File: src/rtl/bit_packer.sv
// -----------------------------------------------------------------------------
// bit_packer
//   Packs a serial bit stream LSB-first into WIDTH-bit words and presents the
//   completed words through a 2-entry FIFO with a valid/ready handshake.
//
//   Parameters
//     WIDTH      bits per output word (legal range 2..32)
//
//   Ports
//     clk        clock, all state updates on rising edge
//     rst        asynchronous active-low reset
//     in_bit     serial data bit
//     in_valid   qualifies in_bit
//     in_ready   block accepts in_bit this cycle (registered state only)
//     flush      discard the partial word (and any bit taken this cycle)
//     out_word   head-of-queue word (0 while the queue is empty)
//     out_valid  out_word holds a valid word
//     out_ready  consumer takes out_word this cycle
//     fill       number of bits held in the partial word
//     out_parity XOR of out_word, stored per entry (BIT_PACKER_PARITY_EN only)
//
//   Build option
//     BIT_PACKER_PARITY_EN  adds out_parity and its per-entry storage
// -----------------------------------------------------------------------------
module bit_packer #(
   parameter int WIDTH = 8
) (
   input  logic                       clk,
   input  logic                       rst,
   input  logic                       in_bit,
   input  logic                       in_valid,
   output logic                       in_ready,
   input  logic                       flush,
   output logic [WIDTH-1:0]           out_word,
   output logic                       out_valid,
   input  logic                       out_ready,
   output logic [$clog2(WIDTH+1)-1:0] fill
`ifdef BIT_PACKER_PARITY_EN
   ,
   output logic                       out_parity
`endif
);

   localparam int FW = $clog2(WIDTH+1);
   localparam logic [FW-1:0] LAST = FW'(WIDTH-1);

   logic [FW-1:0]    fill_q, fill_d;
   logic [WIDTH-1:0] acc_q, acc_d;
   logic [WIDTH-1:0] mem_q [2];
   logic             wr_ptr_q, rd_ptr_q;
   logic [1:0]       cnt_q, cnt_d;
   logic             in_xfer, out_xfer, take, push;
`ifdef BIT_PACKER_PARITY_EN
   logic             par_q [2];
`endif

   // in_ready depends only on registered state: the only stall case is a
   // completing bit with no room in the queue. A pop in the same cycle
   // would free a slot, but honouring it would create an out_ready->in_ready
   // combinational path, so the bit waits one cycle instead.
   assign in_ready  = !((fill_q == LAST) && (cnt_q == 2'd2));
   assign out_valid = (cnt_q != 2'd0);
   assign out_word  = out_valid ? mem_q[rd_ptr_q] : '0;
   assign fill      = fill_q;
`ifdef BIT_PACKER_PARITY_EN
   assign out_parity = out_valid ? par_q[rd_ptr_q] : 1'b0;
`endif

   assign in_xfer  = in_valid & in_ready;
   assign out_xfer = out_valid & out_ready;
   // A bit transferred while flush is high is dropped.
   assign take     = in_xfer & ~flush;
   assign push     = take & (fill_q == LAST);

   always_comb begin
      // Stale bits above fill_q are harmless: every position is rewritten
      // before the word completes.
      acc_d = acc_q;
      for (int i = 0; i < WIDTH; i++) begin
         if (fill_q == FW'(i)) acc_d[i] = in_bit;
      end

      fill_d = fill_q;
      if (flush)     fill_d = '0;
      else if (take) fill_d = push ? '0 : fill_q + 1'b1;

      // push with a full queue cannot occur (in_ready is low then)
      unique case ({push, out_xfer})
         2'b10:   cnt_d = cnt_q + 2'd1;
         2'b01:   cnt_d = cnt_q - 2'd1;
         default: cnt_d = cnt_q;
      endcase
   end

   always_ff @(posedge clk or negedge rst) begin
      if (!rst) begin
         fill_q   <= '0;
         acc_q    <= '0;
         cnt_q    <= '0;
         wr_ptr_q <= 1'b0;
         rd_ptr_q <= 1'b0;
         mem_q[0] <= '0;
         mem_q[1] <= '0;
`ifdef BIT_PACKER_PARITY_EN
         par_q[0] <= 1'b0;
         par_q[1] <= 1'b0;
`endif
      end else begin
         fill_q <= fill_d;
         cnt_q  <= cnt_d;
         if (take) acc_q <= acc_d;
         if (push) begin
            mem_q[wr_ptr_q] <= acc_d;
`ifdef BIT_PACKER_PARITY_EN
            par_q[wr_ptr_q] <= ^acc_d;
`endif
            wr_ptr_q <= ~wr_ptr_q;
         end
         if (out_xfer) rd_ptr_q <= ~rd_ptr_q;
      end
   end

endmodule

File: config.mk
export PLATFORM = sky130hd
export DESIGN_NAME = bit_packer
export DESIGN_NICKNAME = d
export VERILOG_FILES = /design/src/rtl/bit_packer.sv
export SDC_FILE = /design/constraint.sdc
export NUM_CORES = 1
export LEC_CHECK = 0
export ABC_AREA = 1
export CORE_ASPECT_RATIO = 0.7
export CORE_MARGIN = 2
export CORE_UTILIZATION = 48
export CTS_CLUSTER_DIAMETER = 150
export DETAILED_ROUTE_END_ITERATION = 7
export PLACE_DENSITY = 0.67
export SETUP_SLACK_MARGIN = 0.02
export SLEW_MARGIN = 20
export SYNTH_ARGS = -nofsm -noshare
export SYNTH_HDL_FRONTEND = slang
export SYNTH_SLANG_ARGS = --single-unit
File: constraint.sdc
create_clock -name clk -period 4.4 [get_ports clk]
set_input_delay 0.88 -clock clk [delete_from_list [all_inputs] [get_ports clk]]
set_output_delay 0.88 -clock clk [all_outputs]
set_load 0.1 [all_outputs]
# --- After elaboration in Yosys (flattened, before gate mapping) ---
# Cells that the tools add are included.
totals:
  register_bits: 32
  in_bits: 6
  output_inout_bits: 14
  elab_cells: 58
op_classes:
  n_addsub: 3
  magnitude_cmp: 3
  n_eq_ne: 10
  mux: 19
  bitwise: 9
  n_reduce_logical: 7
ops:
  columns: ["cell", "count"]
  rows:
  - ["$mux 8", 5]
  - ["$bwmux 16", 1]
  - ["$eq 4x3->1 const B", 4]
  - ["$mux 4", 3]
  - ["$demux 8 s1", 1]
  - ["$eq 4x2->1 const B", 2]
  - ["$mux 1", 8]
  - ["$reduce_bool 2->1", 3]
  - ["$add 4x1->4 const B", 1]
  - ["$and 1x1->1", 4]
  - ["$eq 2x2->1 const B", 2]
  - ["$eq 4x1->1 const B", 1]
  - ["$ge 2x2->1 const B", 2]
  - ["$logic_not 4->1", 1]
  - ["$not 1->2", 2]
  - ["$pmux 2 s2", 1]
  - ["$not 1->1", 3]
  - ["$add 2x1->2 const B", 1]
  - ["$eq 2x1->1 const B", 1]
  - ["$logic_and 1x1->1", 2]
  - ["$lt 2x1->1 const B", 1]
  - ["$sub 2x1->2 const B", 1]
  - ["$logic_not 1->1", 1]

# --- Depth between registers and ports, before layout ---
logic_depth:
  ltp_word: 9
  mapped_depth: 10
  ltp_nobuf: 8

# --- Worst setup path after synthesis ---
# Ideal clock, no wire load.
synth_path:
  path_kind: "register -> output"
  start: "register cnt_q[0]"
  end: "output out_word[0]"
  arrival_ps: 2829
  t_required_ps: 3520
  slack_ps: 691
  path_stages_with_launch: 5
  n_path_buf: 0
  cell_sequence: "dfrtp_1 > nor2_1 > inv_1 > o21ai_0 > a21oi_1"
synth_between:
  elab_chain_len: 2
synth_rtl:
  columns: ["item", "line", "text"]
  rows:
  - ["start: declaration", "51", "logic [1:0] cnt_q, cnt_d;"]
  - ["start signal: assignment", "110", "cnt_q <= cnt_d;"]
  - ["$reduce_bool 2->1", "62", "assign out_valid = (cnt_q != 2'd0);"]
  - ["net out_valid", "35", "output logic out_valid,"]
  - ["$mux 8", "63", "assign out_word = out_valid ? mem_q[rd_ptr_q] : '0;"]
  - ["end: declaration", "34", "output logic [WIDTH-1:0] out_word,"]
# The timed path passes the listed nets, and every way through them passes these cells.

# --- Worst setup path in the final report ---
layout_path:
  start: "register rd_ptr_q"
  end: "output out_word[2]"
layout_between:
  elab_chain_len: 5
layout_rtl:
  columns: ["item", "line", "text"]
  rows:
  - ["start: declaration", "50", "logic wr_ptr_q, rd_ptr_q;"]
  - ["start signal: assignment", "119", "if (out_xfer) rd_ptr_q <= ~rd_ptr_q;"]
  - ["$not 1->2 (not written as such)", "63", null]
  - ["$mux 8 (not written as such) (3 in a row)", "63", null]
  - ["$mux 8", "63", null]
# No other way between the ends. The select of a mux whose other input is x is not followed.

==> reports/metrics.csv <==
stage;metric;value;unit
cts;cts-hold-fix-buffers;0;
cts;cts.sinks;32;
routing;drtIter0Drc;99;
sta;setup_viol;0;
cts;cts_setup_buffers;0;
synthesis;synth.ff_latch_count;32;
global_route;grt_max_degree;33;
place;gp_congestion;0.780;
setup_path;rr_worst_depth;9;
synthesis;ys_warn_count;0;
cells_and_area;multi_input_area;777;um^2
sta;fmax;301;MHz
floorplanning;die_h;54.1;um
cts;clk_latency;0.29;ns
sta;fin_crit;3.32;ns
routing;routed_wirelength;3.52;mm
routing;drc;0;
sta;worst_pin_slew;0.972;ns
global_route;grt_pass1_wl;5.98;mm
global_route;first_global_vias;1331;
cells_and_area;fill_cells;323;
setup_path;max_stage_delay;1.16;ns
cts;clk_pin_slew;0.07;ns
place;port_buffers;19;
synthesis;avgSynthCellArea;7.87;um^2
floorplanning;start_util;49.4;%
synthesis;syn-cell-area;1720;um^2
place;placed_area;1960;um^2
cells_and_area;fin_area;2050;um^2
routing;avgViaCountPerCell;4.77;
cells_and_area;final_layout_size_suffix_gt1_share;5.76;%
status;status;complete, no violations;
worst_hold_path;hold_path_class;flop to flop;
synthesis;syn_inst;219;
cts;cts_tree;yes;
synthesis;synthesis.nets;230;
global_route;grt.overflow.total;0;
routing;dr.pass1.iters;4;
setup_path;path_max_fanout;17;
setup_path;start_kind;flop;
place;dp_hpwl;2.50;mm
sta;period_share;75.5;%
sta;tns;0;ns
synthesis;synth_edf_count;0;
floorplanning;fp.coreArea;3490;um^2
sta;skew;0.00764;ns
setup_path;arrival;2.44;ns
cells_and_area;n_antenna_cell;0;
floorplanning;rows;18;
setup_path;cp_num_cells;3;
global_route;antenna_found_initial;0;
synthesis;yosys.cell_types.count;20;
synthesis;synthArstFlopShare;100;%
cts;cts_buffer_depth;2;
synthesis;yosysTopAreaCellShare;46.4;%
routing;wl_per_cell;12.0;um
cts;ctsResizeCount;0;
cts;ctsHtreeMaxLevel;2;
setup_path;crit_buf_inv;1;
setup_path;slowest_stage;clkdlybuf4s50_1;
pwr;ir_worst_vdd;0.552;mV
flow_run;cap_violations;0;
worst_hold_path;hold_path_depth;2;
synthesis;yosys.area.top_type;dfrtp_1;
cts;numCtsBuffers;5;
floorplanning;die_w;75.6;um
sta;maxSlewHeadroom;35.0;%
setup_path;path_class;flop to output port;
pwr;powerDensity;571;nW/um^2
routing;ant_nets;0;
cells_and_area;area.growth.synth_to_final;19.2;%
routing;vias;1397;
synthesis;yosysMostFrequentCell;nand2_1;
synthesis;synth_area_leaders;dfrtp_1, nand2_1, o21bai_1, inv_1, o21ai_0;
cells_and_area;fin_nets;254;
cts;cts-root-buf;clkbuf_8;
setup_path;path_delay_family;buffers and inverters;
synthesis;synthTopCellsByCount;nand2_1, dfrtp_1, inv_1;
floorplanning;die_area;4100;um^2
synthesis;yosysSeqAreaShare;46.4;%
setup_path;worstPathCellList;o21ai_0, a21oi_1, clkdlybuf4s50_1;
synthesis;synth_flop_cell;dfrtp_1;
setup_path;required;3.52;ns
floorplanning;pin_count;20;
sta;hold_viol_final;0;
setup_path;worstSetupEndpointType;output port;
global_route;track_usage;20.4;%
sta;rsz0062_at_grt;false;
cells_and_area;seq_area;801;um^2
pwr;leakage;0.000980;uW
sta;drv_slew;0;
-- tightest hold or removal path, delay by kind of cell, from the launching register on --
kind	cells	cell delay (ns)
flops	1	0.34
simple gates	2	0.10
-- report_power, final --
part	switching [uW]	internal (uW)	leakage (uW)
Sequential	39.7	321	0.000347
Combinational	442	127	0.000583
Clock	105	139	0.0000503
Total	587	587	0.000980
-- stage by stage --
step,setup WS (ns),hold slack (ns),util (%),std cells,total power (uW)
after CTS,1.09,0.474,58.9,293,1180
final,1.08,0.471,58.9,293,1170
after detailed placement,1.42,0.460,56.1,286,936
after floorplan,0.691,0.442,-,219,809
after global routing,0.923,0.488,58.9,293,1230
after global placement,1.43,0.458,56.1,286,931
-- registers in the layout, summed over array words and instances, names as in the netlist --
signal and cells:
mem_q 16, cnt_q 2, acc_q 8, wr_ptr_q 1
rd_ptr_q 1, fill 4
-- logic make-up (layout without fill, tap and decap cells) --
| group | Yosys count | count (layout) | share of synthesized area, % |
|---|---|---|---|
| XOR/XNOR | 5 | 5 | 2.54 |
| AO/OA/AOI/OAI | 45 | 45 | 15.4 |
| AND/OR/NAND/NOR | 98 | 98 | 23.5 |
| flip-flops | 32 | 32 | 46.4 |
| adder cells (fa/ha/maj) | 5 | 5 | 3.63 |
| buffers and inverters | 34 | 58 | 8.49 |
-- layer usage --
metal	share of wire, %	up-vias	GRT usage (%)
met1	52	626	28.4
li1	-	739	-
met5	0	-	0
met2	41	22	29.4
met4	2.2	0	10.5
met3	4.4	10	5.06
-- area by class of cell --
class	instances	share of cell area (%)
Multi-Input combinational cell	153	37.8
Inverter	30	5.48
Timing Repair Buffer	21	9.99
Sequential cell	32	39.0
Clock buffer	7	4.69
Tap cell	50	3.05
-- path summary, 6_finish.rpt --
| kind | startpoint | end | slack, ns |
|---|---|---|---|
| max | rd_ptr_q | out_word[2] | 1.08 |
| min | acc_q[2] | acc_q[2] | 0.47 |
| max reg2reg | fill[1] | cnt_q[1] | 2.36 |
| min reg2reg | acc_q[2] | acc_q[2] | 0.47 |
| max in group asynchronous | rst | mem_q[0] | 3.11 |
| min in group asynchronous | rst | acc_q[0] | 0.99 |
-- cells in the final DEF, fill, tap and decap left out, types with 2 or more instances in the layout --
cell             count
a21oi_1             10
buf_4                2
clkbuf_8             7
clkdlybuf4s50_1     19
clkinv_1             2
dfrtp_1             32
ha_1                 5
inv_1               28
nand2_1             81
nand3_1              5
nor2_1               6
nor2_4               2
o21ai_0             19
o21bai_1            16
xnor2_1              2
xor2_1               3
(Power assumes the default switching activity.)
